### config.mk
export PLATFORM = sky130hd
export DESIGN_NAME = fetch_stage
export DESIGN_NICKNAME = d
export VERILOG_FILES = /design/src/rtl/rv32_defs_pkg.sv /design/src/rtl/imm_sel_decode.sv /design/src/rtl/fetch_stage.sv
export SDC_FILE = /design/constraint.sdc
export NUM_CORES = 1
export LEC_CHECK = 0
export ABC_AREA = 1
export CORE_UTILIZATION = 25
export DETAILED_ROUTE_END_ITERATION = 12
export GPL_TIMING_DRIVEN = 0
export PLACE_DENSITY_LB_ADDON = 0.2
export SETUP_SLACK_MARGIN = 0.15
export SYNTH_ARGS = -nofsm -noshare
export SYNTH_HDL_FRONTEND = slang
export SYNTH_SLANG_ARGS = --single-unit
export TNS_END_PERCENT = 5
### constraint.sdc
create_clock -name clk -period 1.6 [get_ports clk]
set_input_delay 0.32 -clock clk [delete_from_list [all_inputs] [get_ports clk]]
set_output_delay 0.32 -clock clk [all_outputs]
set_load 0.005 [all_outputs]
### src/rtl/rv32_defs_pkg.sv
// Shared RV32 definitions: opcodes, immediate-format selects, NOP and fetch state encoding.
package rv32_defs;

  localparam int unsigned XLEN      = 32;
  localparam int unsigned OPC_W     = 7;
  localparam int unsigned IMM_SEL_W = 2;

  localparam logic [OPC_W-1:0] OP_STORE  = 7'b0100011;
  localparam logic [OPC_W-1:0] OP_BRANCH = 7'b1100011;
  localparam logic [OPC_W-1:0] OP_LUI    = 7'b0110111;
  localparam logic [OPC_W-1:0] OP_AUIPC  = 7'b0010111;

  localparam logic [IMM_SEL_W-1:0] IMM_I = 2'b00;
  localparam logic [IMM_SEL_W-1:0] IMM_S = 2'b01;
  localparam logic [IMM_SEL_W-1:0] IMM_B = 2'b10;
  localparam logic [IMM_SEL_W-1:0] IMM_U = 2'b11;

  localparam logic [XLEN-1:0] NOP = 32'h0000_0013;

  typedef enum logic {
    FETCH_REQ  = 1'b0,
    FETCH_WAIT = 1'b1
  } fetch_state_e;

  typedef struct packed {
    logic                 valid;
    logic [XLEN-1:0]      inst;
    logic [XLEN-1:0]      pc;
    logic [IMM_SEL_W-1:0] imm_sel;
  } fetch_out_t;

endpackage

### src/rtl/imm_sel_decode.sv
// Opcode to immediate-format select; J-type falls through to I since the
// extender never builds J immediates.
module imm_sel_decode
  import rv32_defs::*;
(
  input  logic [OPC_W-1:0]     opcode,
  output logic [IMM_SEL_W-1:0] sel_c
);

  always_comb begin
    sel_c = IMM_I;
    case (opcode)
      OP_STORE:          sel_c = IMM_S;
      OP_BRANCH:         sel_c = IMM_B;
      OP_LUI, OP_AUIPC:  sel_c = IMM_U;
      default:           sel_c = IMM_I;
    endcase
  end

endmodule

### src/rtl/fetch_stage.sv
// RV32 instruction fetch: single outstanding imem request, output instruction
// register with opcode pre-decode, and execute-driven redirects.
module fetch_stage
  import rv32_defs::*;
#(
  parameter logic [31:0] RESET_PC = 32'h0000_0000
) (
  input  logic                 clk,
  input  logic                 rst_n,
  output logic                 imem_req_valid,
  input  logic                 imem_req_ready,
  output logic [XLEN-1:0]      imem_addr,
  input  logic                 imem_rsp_valid,
  input  logic [XLEN-1:0]      imem_rsp_data,
  input  logic                 redirect_valid,
  input  logic [XLEN-1:0]      redirect_pc,
  output logic                 inst_valid,
  input  logic                 inst_ready,
  output logic [XLEN-1:0]      inst,
  output logic [XLEN-1:0]      inst_pc,
  output logic [IMM_SEL_W-1:0] inst_imm_sel
);

  fetch_state_e         state_q, state_d;
  logic [XLEN-1:0]      pc_q, pc_d;
  logic                 kill_q, kill_d;
  fetch_out_t           out_q, out_d;
  logic [IMM_SEL_W-1:0] rsp_sel_c;
  logic                 unused_redirect_lsb;

  imm_sel_decode u_imm_sel_decode (
    .opcode (imem_rsp_data[OPC_W-1:0]),
    .sel_c  (rsp_sel_c)
  );

  // Only request when the output slot is certain to be free on response.
  assign imem_req_valid = (state_q == FETCH_REQ) && (!out_q.valid || inst_ready)
                          && !redirect_valid;
  assign imem_addr      = pc_q;
  assign inst_valid     = out_q.valid;
  assign inst           = out_q.inst;
  assign inst_pc        = out_q.pc;
  assign inst_imm_sel   = out_q.imm_sel;
  assign unused_redirect_lsb = ^redirect_pc[1:0];

  always_comb begin
    state_d = state_q;
    pc_d    = pc_q;
    kill_d  = kill_q;
    out_d   = out_q;

    if (out_q.valid && inst_ready) begin
      out_d.valid = 1'b0;
    end

    if (redirect_valid) begin
      pc_d        = {redirect_pc[XLEN-1:2], 2'b00};
      out_d.valid = 1'b0;
      if (state_q == FETCH_WAIT) begin
        if (imem_rsp_valid) begin
          kill_d  = 1'b0;
          state_d = FETCH_REQ;
        end else begin
          kill_d  = 1'b1;
        end
      end
    end else begin
      case (state_q)
        FETCH_REQ: begin
          if (imem_req_valid && imem_req_ready) begin
            state_d = FETCH_WAIT;
          end
        end
        FETCH_WAIT: begin
          if (imem_rsp_valid) begin
            state_d = FETCH_REQ;
            if (kill_q) begin
              kill_d = 1'b0;
            end else begin
              out_d.valid   = 1'b1;
              out_d.inst    = imem_rsp_data;
              out_d.pc      = pc_q;
              out_d.imm_sel = rsp_sel_c;
              pc_d          = pc_q + XLEN'(4);
            end
          end
        end
        default: state_d = FETCH_REQ;
      endcase
    end
  end

  always_ff @(posedge clk) begin
    if (!rst_n) begin
      state_q       <= FETCH_REQ;
      pc_q          <= RESET_PC;
      kill_q        <= 1'b0;
      out_q.valid   <= 1'b0;
      out_q.inst    <= NOP;
      out_q.pc      <= RESET_PC;
      out_q.imm_sel <= IMM_I;
    end else begin
      state_q <= state_d;
      pc_q    <= pc_d;
      kill_q  <= kill_d;
      out_q   <= out_d;
    end
  end

endmodule

== Yosys cells after proc, flatten, opt, wreduce, memory -nomap -nowiden ==
Cells that the tools add are included.

* Register bits: 101
* Word-level logic and storage cells: 51
* Output and inout port bits: 100

* $add $sub $neg: 1
* Reduce and logical (&&, ||, !) cells: 15
* Multiplexer cells: 18
* Bitwise gates (word level): 4
* Eq/ne operators: 5

{| class="wikitable"
|+ Operator list
! kind !! number
|-
| $mux W67 || 3
|-
| $mux W32 || 4
|-
| $add A32 B3 Y32 const B || 1
|-
| $eq A7 B6 Y1 const B || 2
|-
| $mux W1 || 9
|-
| $eq A7 B5 Y1 const B || 1
|-
| $eq A7 B7 Y1 const B || 1
|-
| $pmux W2 S3 || 1
|-
| $reduce_and A3 Y1 || 2
|-
| $logic_and A1 B1 Y1 || 4
|-
| $not A1 Y1 || 4
|-
| $reduce_and A4 Y1 || 1
|-
| $reduce_bool A2 Y1 || 2
|-
| $reduce_or A2 Y1 || 2
|-
| $logic_not A1 Y1 || 2
|-
| $ne A2 B2 Y1 const B || 1
|-
| $pmux W1 S2 || 1
|-
| $reduce_and A2 Y1 || 1
|-
| $logic_or A1 B1 Y1 || 1
|}

== Longest topological paths before layout ==
* Depth after elaboration: 8
* Mapped depth: 10
* Gate-level depth less buffers: 10

== Cells and area by module ==
A second synthesis with hierarchy kept.

* Cell total of the unflattened synthesis: 655
* Area, all modules: 4569.4 µm²

{| class="wikitable"
|+ Modules (own cells, without submodules)
! module !! sequential area each (µm²) !! cells each !! area each (µm²) !! times used
|-
| fetch_stage || 1941.9 || 637 || 4499.3 || 1
|-
| imm_sel_decode || 0.0 || 18 || 70.1 || 1
|}

== Worst setup path after synthesis ==
OpenSTA, ideal clock, no wires.

* Path kind: register to register
* Start point: reg pc_q[2] (netlist: imem_addr[2])
* End point: reg pc_q[22] (netlist: imem_addr[22])
* Arrival: 1389 ps
* Clock period less this slack: 1517 ps
* Buffers on the path: 0
* Required time: 1472 ps
* Library setup time: 128 ps
* Cell stages (with the launch flop): 9
* Slack: 83 ps
* Cells stage by stage: dfxtp_1 > ha_1 > nand2_1 > nor2_2 > nand2_1 > nor2_2 > nand3_1 > a31oi_1 > nor2_1

* Word-level cells in the longest chain between the ends: 5

{| class="wikitable"
|+ Ends and longest elaborated chain
! element !! RTL line !! source
|-
| from (decl) || fetch_stage.sv:25 || <nowiki>logic [XLEN-1:0] pc_q, pc_d;</nowiki>
|-
| from (signal assigned) || fetch_stage.sv:104 || <nowiki>pc_q <= pc_d;</nowiki>
|-
| $add A32 B3 Y32 || fetch_stage.sv:84 || <nowiki>pc_d = pc_q + XLEN'(4);</nowiki>
|-
| $mux W32 || fetch_stage.sv:77 || <nowiki>if (kill_q) begin</nowiki>
|-
| $mux W32 || fetch_stage.sv:75 || <nowiki>if (imem_rsp_valid) begin</nowiki>
|-
| $mux W32 || fetch_stage.sv:68 || <nowiki>case (state_q)</nowiki>
|-
| $mux W32 || fetch_stage.sv:56 || <nowiki>if (redirect_valid) begin</nowiki>
|}

No other way between the ends. The select of a mux whose other input is x is not followed.
A chain may end at the register's enable or synchronous reset.

== Worst setup path in the final report ==
* Start point: reg pc_q[25] (netlist: imem_addr[25])
* End point: out imem_addr[25]

{| class="wikitable"
|+ RTL lines
! element !! RTL line !! source
|-
| to (decl) || fetch_stage.sv:12 || <nowiki>output logic [XLEN-1:0] imem_addr,</nowiki>
|}

No word-level cell between the ends.

==> flow_summary_export.csv <==
group,metric,value,unit
drt,antenna_left,0,
synthesis,synth_compound_area_share,15.1,%
cts,hold_buffers,0,
timing,slew_violations,0,
timing,final_period_minus_worst_setup_slack,1.58,ns
worst_setup_path,path_max_fanout,6,
worst_setup_path,worst_path_largest_cell_delay,0.52,ns
drt,dr.pass1.iters,5,
placement,hpwl,12500,um
die,die-area,18300,um^2
drt,wirelength,17500,um
placement,numPortBuffers,163,
placement,dp_slack,-1.05,ns
cts,cts_buffer_depth,2,
synthesis,syn_avg_cell_area,6.91,um^2
synthesis,seq_area_frac_synth,43.8,%
timing,finClkSkew,0.00842,ns
timing,period_share,98.7,%
placement,place_congestion,0.876,
grt,antenna_found_initial,0,
power_and_ir_drop,seq_power_share,47.3,%
worst_setup_path,path_class,"reg2out",
grt,grt_overflow,0,
timing,setup_ws,0.0212,ns
worst_setup_path,path_buf_inv,1,
power_and_ir_drop,power_density,732,nW/um^2
die,die_w,135,um
worst_setup_path,arrival,1.26,ns
synthesis,synth_top_family_by_area,"simple AND/OR/NAND/NOR gates",
placement,dp_cells,1032,
timing,finalHoldViolations,0,
synthesis,synthAdderAreaFrac,0.282,%
timing,rsz0062_at_grt,"true",
power_and_ir_drop,swShare,27.6,%
outcome,status,"complete, no violations",
cts,root_buffer,"clkbuf_16",
job,drv_cap,0,
synthesis,syn_area,4430,um^2
cts,cts_made_buffers,9,
finish,drive_gt1_share,27.7,%
finish,instances_no_fill,1067,
worst_setup_path,endpoint_kind,"output port",
timing,finalSetupViolCount,0,
power_and_ir_drop,internal-power,4.04,mW
synthesis,synth_cell_types,33,
power_and_ir_drop,pwr-share-clk,36.5,%
synthesis,ys_warn_count,0,
worst_setup_path,cp_slowest_cell,"clkdlybuf4s50_1",
finish,fill_cells,1822,
synthesis,yosys.area_share.simple,30.6,%
synthesis,synthArstFlopShare,0,%
power_and_ir_drop,totalPowerFinal,5.57,mW
timing,fmax,633,MHz
min_path,hp-start,"inst_ready",
worst_setup_path,cp_cell_sequence,"clkdlybuf4s50_1",
synthesis,synthMuxAreaShare,0,%
cts,clk_pin_slew,0.06,ns
worst_setup_path,cp_data_required_time,1.28,ns
synthesis,ys_seq_elements,97,
finish,area_growth_syn_to_layout,71.8,%
power_and_ir_drop,comb_power_share,16.2,%
finish,diodes,0,
finish,final_nets,908,
timing,tightest_slew,0.778,ns
power_and_ir_drop,p_leak,3.29,nW
drt,wl_per_cell,16.4,um
drt,vias_per_cell,4.57,
worst_setup_path,cp-start-kind,"register",
worst_setup_path,crit_start,"imem_addr[25]",
die,io_pins,170,
min_path,hold_path_class,"in2reg",
power_and_ir_drop,p_sw,1.54,mW
timing,setup_tns,0,ns
synthesis,syn_inst,641,
cts,cts_tree,"done",
synthesis,synth_edf_count,0,
synthesis,synth-xor-area-share,0.988,%
grt,grt_pass1_wl,26000,um
grt,grt_pass1_vias,4607,
synthesis,ys.flop_type,"dfxtp_1",
power_and_ir_drop,irDropWorstVdd,0.559,mV
worst_setup_path,cp_top_family,"buffers and inverters",
die,die_h,135,um
drt,vias,4880,
die,rows,48,
grt,grtUsageTotal,19.1,%
grt,grt_max_degree,16,
cts,clock-sinks,97,
timing,timing.slew.headroom,48.1,%
die,core_area,17300,um^2
worst_setup_path,r2r-start,"imem_addr[3]",
drt,drcViolationCount,0,
cts,cts_htree_levels,3,
die,initial_utilization,25.6,%
drt,drtIter0Drc,315,
cts,clock_latency,0.36,ns
[timing repair]
| action | CTS | global route |
|---|---|---|
| setup endpoints to repair | 193 | 98 |
| gates resized for setup | 251 | 167 |
| buffers inserted | 7 | 10 |
| gates cloned | 2 | 0 |
| pin swaps | 28 | 115 |
[through the flow]
stage	util [%]	hold WS, ns	instance area [um^2]
finish	44.0	0.288	7610
global route	44.0	0.333	7610
CTS	40.6	0.433	7030
detailed placement	36.9	0.454	6370
global placement	36.9	0.451	6370
floorplan	-	0.446	4460
[cell families (layout without fill, tap and decap cells)]
group | count (synthesis) | after routing
fa+ha+maj | 1 | 1
flops | 97 | 97
buf+inv | 90 | 288
simple gates | 323 | 323
compound gates | 124 | 124
other cells | 1 | 4
xor+xnor | 5 | 5
[final timing paths]
path	slack (ns)	end	cells after the start
min reg2reg	0.49	imem_addr[30]	2
max	0.02	imem_addr[25]	1
max reg2reg	0.07	imem_addr[26]	9
min	0.29	inst_valid	4
[layer usage]
layer | global-route usage (%) | wire (um) | vias up
met5 | 0 | 0 | -
met4 | 4.49 | 162 | 0
met3 | 4.77 | 1170 | 10
met2 | 30.3 | 8100 | 134
met1 | 25.8 | 8030 | 2265
li1 | - | - | 2471
[state kept, by name, indices dropped and copies added, names as in the netlist]
signal,cells
imem_addr,30
state_q,1
inst,32
inst_imm_sel,2
kill_q,1
inst_pc,30
inst_valid,1
[cells in the mapped netlist (all sizes together), types with 2 or more instances]
master | number | area [um^2]
nand2 | 129 | 487
buf | 25 | 159
nor3 | 9 | 45.0
a21oi | 38 | 190
xor2 | 4 | 35.0
nand3 | 39 | 195
clkbuf | 11 | 41.3
o211ai | 6 | 45.0
a211oi | 6 | 45.0
inv | 53 | 199
a31oi | 8 | 50.1
o21ai | 63 | 315
dfxtp | 97 | 1940
nand4 | 7 | 43.8
nand3b | 2 | 15.0
nor2 | 135 | 556
a22oi | 2 | 15.0
[power by group through the flow]
stage	sequential (mW)	combinational [mW]	clock, mW
after floorplan	2.66	0.295	0
final	2.64	0.901	2.04
after detailed placement	2.68	0.796	0
after global placement	2.68	0.796	0
after CTS	2.63	0.811	2.09
after global routing	2.65	0.979	2.17
[final cells by class]
cell class	instances	area, um^2	area share [%]
clock buffer	11	233	3.06
sequential	97	2050	26.9
inverter	54	213	2.79
buffer	36	419	5.51
tap	225	282	3.70
clock inverter	5	32.5	0.427
timing repair buffer	182	1740	22.8
multi-input combinational	457	2650	34.8
[cells in the final DEF (no fill, tap or decap), drive strengths merged]
cell | synthesis | final
nor2 | 135 | 135
nand2 | 129 | 129
dfxtp | 97 | 97
dlygate4sd2 | 0 | 92
clkdlybuf4s50 | 0 | 66
o21ai | 63 | 63
inv | 53 | 52
buf | 25 | 47
nand3 | 39 | 39
a21oi | 38 | 38
clkbuf | 11 | 21
nor3 | 9 | 9
a31oi | 8 | 8
nand4 | 7 | 7
o211ai | 6 | 6
a211oi | 6 | 6
xor2 | 4 | 4
conb | 1 | 4
clkinv | 1 | 4
clkinvlp | 0 | 3
dlymetal6s2s | 0 | 3
nand3b | 2 | 2
a22oi | 2 | 2
nor4 | 1 | 1
o211a | 1 | 1
xnor2 | 1 | 1
nor3b | 1 | 1
ha | 1 | 1
[tightest hold or removal path, cell delays in order]
cell and delay (ns):
dlymetal6s2s_1 0.09, nor2_2 0.05, inv_1 0.06, a211oi_1 0.06
No activity file was read; power rests on OpenSTA's default activity.
